## src/rtl/rca_pkg.sv

```systemverilog
// Shared definitions for the ripple-carry-adder front end: the operand
// sequencer state encoding.
package rca_pkg;

    localparam int STATE_W = 2;

    typedef enum logic [STATE_W-1:0] {
        S_LOAD_A = 2'd0,
        S_LOAD_B = 2'd1,
        S_CALC   = 2'd2,
        S_DONE   = 2'd3
    } state_t;

endpackage

```

## src/rtl/edge_detect.sv

```systemverilog
// Rising-edge detector: one-cycle pulse when the level goes high after
// having been sampled low on the previous clock edge.
module edge_detect (
    input  logic clk_pi,
    input  logic rst_n_pi,
    input  logic level_pi,
    output logic pulse_po
);

    logic prev;

    // History resets high, so a level already asserted at reset release
    // is treated as old and produces no pulse.
    always_ff @(posedge clk_pi or negedge rst_n_pi) begin
        if (!rst_n_pi) begin
            prev <= 1'b1;
        end else begin
            // NOTE: sequential state uses non-blocking assignment so every
            // register samples pre-edge values regardless of block order.
            prev <= level_pi;
        end
    end

    assign pulse_po = level_pi & ~prev;

endmodule

```

## src/rtl/operand_sequencer.sv

```systemverilog
// Sequences two operands off a shared switch bus into an external adder
// and registers its WIDTH+1-bit result, carry included.
module operand_sequencer #(
    parameter int WIDTH = 4
) (
    input  logic             clk_pi,
    input  logic             rst_n_pi,
    input  logic [WIDTH-1:0] data_pi,
    input  logic             load_pi,
    input  logic             clear_pi,
    output logic [WIDTH-1:0] A_po,
    output logic [WIDTH-1:0] B_po,
    input  logic [WIDTH:0]   sum_pi,
    output logic [WIDTH:0]   result_po,
    output logic             valid_po,
    output logic [1:0]       state_po
);

    import rca_pkg::*;

    state_t state;
    state_t next_state;
    logic   load_event;
    logic   load_a;
    logic   load_b;
    logic   capture;

    edge_detect u_load_edge (
        .clk_pi   (clk_pi),
        .rst_n_pi (rst_n_pi),
        .level_pi (load_pi),
        .pulse_po (load_event)
    );

    always_ff @(posedge clk_pi or negedge rst_n_pi) begin
        if (!rst_n_pi) begin
            state <= S_LOAD_A;
        end else begin
            state <= next_state;
        end
    end

    always_comb begin
        // NOTE: every output of this block gets a default first, so no
        // path through the case can leave one unassigned and infer a latch.
        next_state = state;
        load_a     = 1'b0;
        load_b     = 1'b0;
        capture    = 1'b0;
        if (clear_pi) begin
            // Abort wins; a coincident load event is simply dropped.
            next_state = S_LOAD_A;
        end else begin
            unique case (state)
                S_LOAD_A: if (load_event) begin
                    load_a     = 1'b1;
                    next_state = S_LOAD_B;
                end
                S_LOAD_B: if (load_event) begin
                    load_b     = 1'b1;
                    next_state = S_CALC;
                end
                S_CALC: begin
                    capture    = 1'b1;
                    next_state = S_DONE;
                end
                S_DONE: if (load_event) begin
                    load_a     = 1'b1;
                    next_state = S_LOAD_B;
                end
                default: next_state = S_LOAD_A;
            endcase
        end
    end

    always_ff @(posedge clk_pi or negedge rst_n_pi) begin
        if (!rst_n_pi) begin
            A_po      <= '0;
            B_po      <= '0;
            result_po <= '0;
            valid_po  <= 1'b0;
        end else if (clear_pi) begin
            A_po      <= '0;
            B_po      <= '0;
            result_po <= '0;
            valid_po  <= 1'b0;
        end else begin
            if (load_a) begin
                A_po     <= data_pi;
                valid_po <= 1'b0;
            end
            if (load_b) begin
                B_po <= data_pi;
            end
            if (capture) begin
                result_po <= sum_pi;
                valid_po  <= 1'b1;
            end
        end
    end

    assign state_po = state;

endmodule

```

## config.mk

```make
export PLATFORM = sky130hd
export DESIGN_NAME = operand_sequencer
export DESIGN_NICKNAME = d
export VERILOG_FILES = /design/src/rtl/rca_pkg.sv /design/src/rtl/edge_detect.sv /design/src/rtl/operand_sequencer.sv
export SDC_FILE = /design/constraint.sdc
export NUM_CORES = 1
export LEC_CHECK = 0
export ABC_AREA = 1
export CORE_MARGIN = 2
export CORE_UTILIZATION = 46
export CTS_CLUSTER_DIAMETER = 60
export CTS_CLUSTER_SIZE = 25
export DETAILED_ROUTE_END_ITERATION = 10
export GPL_TIMING_DRIVEN = 0
export PLACE_DENSITY = 0.81
export REMOVE_ABC_BUFFERS = 1
export SLEW_MARGIN = 20
export SYNTH_ARGS = -nofsm -noshare
export SYNTH_HDL_FRONTEND = slang
export SYNTH_SLANG_ARGS = --single-unit
```

## constraint.sdc

```tcl
create_clock -name clk_pi -period 4.1 [get_ports clk_pi]
set_clock_uncertainty 0.15 [all_clocks]
set_input_delay 1.23 -clock clk_pi [delete_from_list [all_inputs] [get_ports clk_pi]]
set_output_delay 1.23 -clock clk_pi [all_outputs]
set_load 0.1 [all_outputs]
```

## Yosys cells after proc, flatten, opt, wreduce, memory -nomap -nowiden

Cells that the tools add are included.

| storage, ports and cells | value |
|---|---|
| register bits | 17 |
| output and inout bits | 16 |

| cells by class | value |
|---|---|
| mux-type cells | 20 |
| bitwise operators | 2 |
| reductions and logical operators | 7 |
| equal/unequal tests | 5 |

Operators by type and width:

| cell | count |
|---|---|
| two-way mux 4 bit | 4 |
| two-way mux 1 bit | 10 |
| two-way mux 5 bit | 2 |
| two-way mux 2 bit | 3 |
| case mux 2 bit (3 select lines) | 1 |
| nonzero test 2 bit | 3 |
| == test 2 bit, second input constant | 2 |
| != test 3 x 1 -> 1 bit, second input constant | 1 |
| != test 3 bit, second input constant | 1 |
| nonzero test 3 bit | 1 |
| == test 2 x 1 -> 1 bit, second input constant | 1 |
| zero test 2 bit | 1 |
| AND reduction 2 bit | 1 |
| OR reduction 2 bit | 1 |
| bitwise AND 1 bit | 1 |
| inverter 1 bit | 1 |

## Logic depth before layout (Yosys ltp)

| depth | value |
|---|---|
| depth in word-level cells | 8 |
| gate-level depth with buffers | 7 |
| gate-level depth less buffers | 7 |

## Hierarchy

A second synthesis with hierarchy kept.

| unflattened totals | value |
|---|---|
| cells, all modules | 95 |
| area, all modules | 810.8 µm² |

Modules (own cells, without submodules):

| module | seq. area each (µm²) | area an instance (µm²) | instances | cells each |
|---|---|---|---|---|
| operand_sequencer | 400.4 | 774.5 | 1 | 92 |
| edge_detect | 26.3 | 36.3 | 1 | 3 |

## Worst setup path before layout

OpenSTA, ideal clock, no wires.

| timing | value |
|---|---|
| kind | flip-flop to output port |
| start | reg state[0], in the netlist state_po[0] |
| end | out state_po[0] |
| slack | 1.771 ns |
| stages on the path, launching flop included | 1 |
| data required time | 2.720 ns |
| data arrival time | 0.949 ns |
| path through | dfrtp_1 |

RTL lines:

| item | RTL line | source |
|---|---|---|
| from (decl) | operand_sequencer.sv:21 | `state_t state;` |
| from (signal assigned) | operand_sequencer.sv:39 | `state <= next_state;` |
| to (decl) | operand_sequencer.sv:16 | `output logic [1:0] state_po` |

No word-level cell between the ends.

## Worst setup path in the final report

| timing | value |
|---|---|
| start | reg state[0], in the netlist state_po[0] |
| end | out state_po[0] |

No word-level cell between the ends.

==> results.txt <==
----------------------------------------------------
[Outcome]
  Outcome ... finished, final reports clean

[Die]
  Die Area ... 2160 µm²
  Starting density of the core ... 0.486
  Std-Cell Rows ... 15
  IO Pins ... 29
  Vertical extent of the die ... 46.5 µm
  Die width ... 46.5 µm
  Floorplan core area ... 1710 µm²

[Critical path]
  Crit path buffers/inverters ... 1
  Critical setup path kind ... flop to output port
  CP Depth ... 1
  First element of the critical path ... state_po[0]$_DFFE_PN0P_
  Startpoint class of the critical path ... flop
  Critical R2R Capture ... A_po[2]$_DFFE_PN0P_
  Crit-path cells ... clkdlybuf4s50_1
  Worst reg2reg path depth ... 6
  Data arrival time of the critical path ... 1880 ps
  Master of the slowest instance on the critical path ... clkdlybuf4s50_1
  Register-to-register path setup slack ... 2570 ps
  Peak fanout along the critical path ... 5
  Crit path largest cell delay ... 1160 ps
  Startpoint of the lowest-slack register-to-register path ... state_po[0]$_DFFE_PN0P_
  Required time at the worst-slack endpoint ... 2720 ps
  Kind of cell adding the most delay to the critical path ... buffers and inverters
  Critical path endpoint ... state_po[0]
  Crit path capture type ... output port

[Pwr]
  Internal power ... 341 µW
  Power density of the placed cells ... 653 nW/µm²
  Share of total power in combinational logic ... 0.578
  Reported leakage power ... 0.558 nW
  Switching power of the nets ... 402 µW
  Switching Fraction ... 0.541
  Worst supply voltage drop on vdd ... 0.343 mV
  Clock network fraction of design power ... 0.121
  Sequential fraction of design power ... 0.301

[Route]
  Routed wire length per instance ... 11.4 µm
  Drt pass-1 iters ... 2
  Detailed-route vias per instance ... 4.68
  Number of routed nets with antenna violations ... 0
  Total DRC errors in the routed layout ... 0
  Initial DRC Count ... 1
  Via count ... 697
  Overall routed net length ... 1690 µm

[Placed design]
  Port bufs ... 28
  Detailed-placement wirelength estimate ... 1260 µm
  Gpl congestion ... 0.700
  Placed insts ... 145

[Clocking]
  Clk pin slew, worst setup/hold paths ... 90 ps
  Latest clock arrival within the worst-skew pair ... 300 ps
  TritonCTS clock tree ... built
  Cell at the root of the clock tree ... clkbuf_4
  Bufs on Longest Clock Path ... 2
  Clock buffers created by TritonCTS ... 3
  # clock sinks ... 17
  # hold bufs at CTS ... 0
  Number of buffers added for setup after CTS ... 0
  Number of instances resized during post-cts repair ... 0
  Number of H-tree levels ... 1

[Global routing]
  First-pass GRT wire length ... 2720 µm
  Grt total ovfl ... 0
  Vias in the first global route ... 684
  Largest net degree at the start of global routing ... 21
  Antenna violations before repair ... 0
  Gr usage total ... 0.183

[Final layout]
  Number of nets in the finished design ... 141
  Flip-flop and latch area ... 427 µm²
  # diodes ... 0
  Fill cell instance count of the final layout ... 152
  Most frequent cells in the layout ... clkdlybuf4s50_1, nand2_1, dfrtp_1, nand3_1, inv_1
  Most common cell after layout, fill and taps aside ... clkdlybuf4s50_1
  Layout area overhead ... 37.0%
  Post-Layout Cell Count ... 149
  Multi-input logic area ... 318 µm²
  Share of post-route cells with drive strength above 1 ... 0.113

[Timing]
  Setup total negative slack ... 0 ps
  Highest achievable clock rate ... 0.306 GHz
  Setup repair after global routing missed its margin ... no
  Number of hold violations in the final report ... 0
  # setup viols final ... 0
  Pins over their slew limit ... 0
  Rel. slew slack ... 0.342
  Crit path time final ... 3260 ps
  Ratio of final minimum period to clock period ... 0.796
  Slew @ Worst Pin ... 983 ps

[Run]
  Max-cap violation count ... 0

[Yosys]
  Part of the Yosys area used for sequential elements ... 0.514
  Netlist area before placement ... 831 µm²
  Mean cell area of the mapped netlist ... 8.75 µm²
  Count of unique library cells instantiated by Yosys ... 15
  Cell count after synthesis ... 95
  Synthesis warning total ... 0
  Number of flip-flops and latches in the synthesized netlist ... 17

[Min path]
  Hold crit path type ... flop to flop
  Hold Path Cell Cnt ... 2

----------------------------------------------------
## per-layer routing
metal  global-route usage  wire length, µm
met3               0.0431               81
met4                0.103               25
met1                0.215              768
met2                0.300              818
met5                    0                0
## worst min path at each step
stage               slack, ps                 endpoint                  startpoint
finish                    370      B_po[2]$_DFFE_PN0P_         B_po[2]$_DFFE_PN0P_
global placement          340     valid_po$_DFFE_PN0P_        valid_po$_DFFE_PN0P_
CTS                       380      B_po[2]$_DFFE_PN0P_         B_po[2]$_DFFE_PN0P_
global route              400      B_po[2]$_DFFE_PN0P_         B_po[2]$_DFFE_PN0P_
floorplan                 510  state_po[0]$_DFFE_PN0P_  u_load_edge.prev$_DFF_PN1_
detailed placement        350      B_po[2]$_DFFE_PN0P_         B_po[2]$_DFFE_PN0P_
## through the flow
| step | hold slack [ps] | setup slack (ps) | power [mW] | utilization | area [µm²] |
|---|---|---|---|---|---|
| after floorplan | 512 | 1770 | 0.553 | - | 801 |
| after global placement | 337 | 1170 | 0.652 | 0.651 | 1110 |
| after detailed placement | 346 | 1160 | 0.659 | 0.651 | 1110 |
| after CTS | 379 | 831 | 0.749 | 0.667 | 1140 |
| after global routing | 399 | 784 | 0.783 | 0.667 | 1140 |
| final | 372 | 837 | 0.743 | 0.667 | 1140 |
## synth_stat cells
library cell,number,area share
dfrtp_1,16,0.48
o21ai_2,5,0.053
ha_1,3,0.045
inv_1,14,0.063
buf_4,1,0.0090
nand3_1,16,0.096
inv_2,1,0.0045
nand2_2,2,0.015
or2_4,1,0.011
nand3_2,1,0.012
nand2_1,24,0.11
nand4_1,2,0.015
dfstp_2,1,0.032
buf_6,2,0.027
nor2_1,6,0.027
## logic make-up after synthesis
| group | count (synthesis) | synth area share |
|---|---|---|
| compound gates | 5 | 0.0527 |
| fa+ha+maj | 3 | 0.0452 |
| buf+inv | 18 | 0.104 |
| flops | 17 | 0.514 |
| simple gates | 52 | 0.285 |
## layout make-up
cell class | instances | area share
sequential | 17 | 0.375
multi-input combinational | 60 | 0.279
timing repair buffer | 28 | 0.246
inverter | 15 | 0.0495
tap | 25 | 0.0275
clock buffer | 4 | 0.0231
## worst min-delay path, stage by stage, from the launching register on
cell	delay, ps
dfrtp_1	360
nand3_1	70
nand2_1	60
## sequential cells by signal, summed over array words and instances, names as in the netlist
name              cells
A_po                  4
valid_po              1
state_po              2
result_po             5
B_po                  4
u_load_edge.prev      1
## power by group through the flow
| stage | Sequential, mW | Combinational [mW] | Clock [mW] |
|---|---|---|---|
| floorplan | 0.457 | 0.0960 | 0 |
| global placement | 0.225 | 0.427 | 0 |
| detailed placement | 0.228 | 0.431 | 0 |
| CTS | 0.225 | 0.433 | 0.0916 |
| global route | 0.228 | 0.455 | 0.0998 |
| finish | 0.224 | 0.429 | 0.0900 |
No activity file was read; power rests on OpenSTA's default activity.
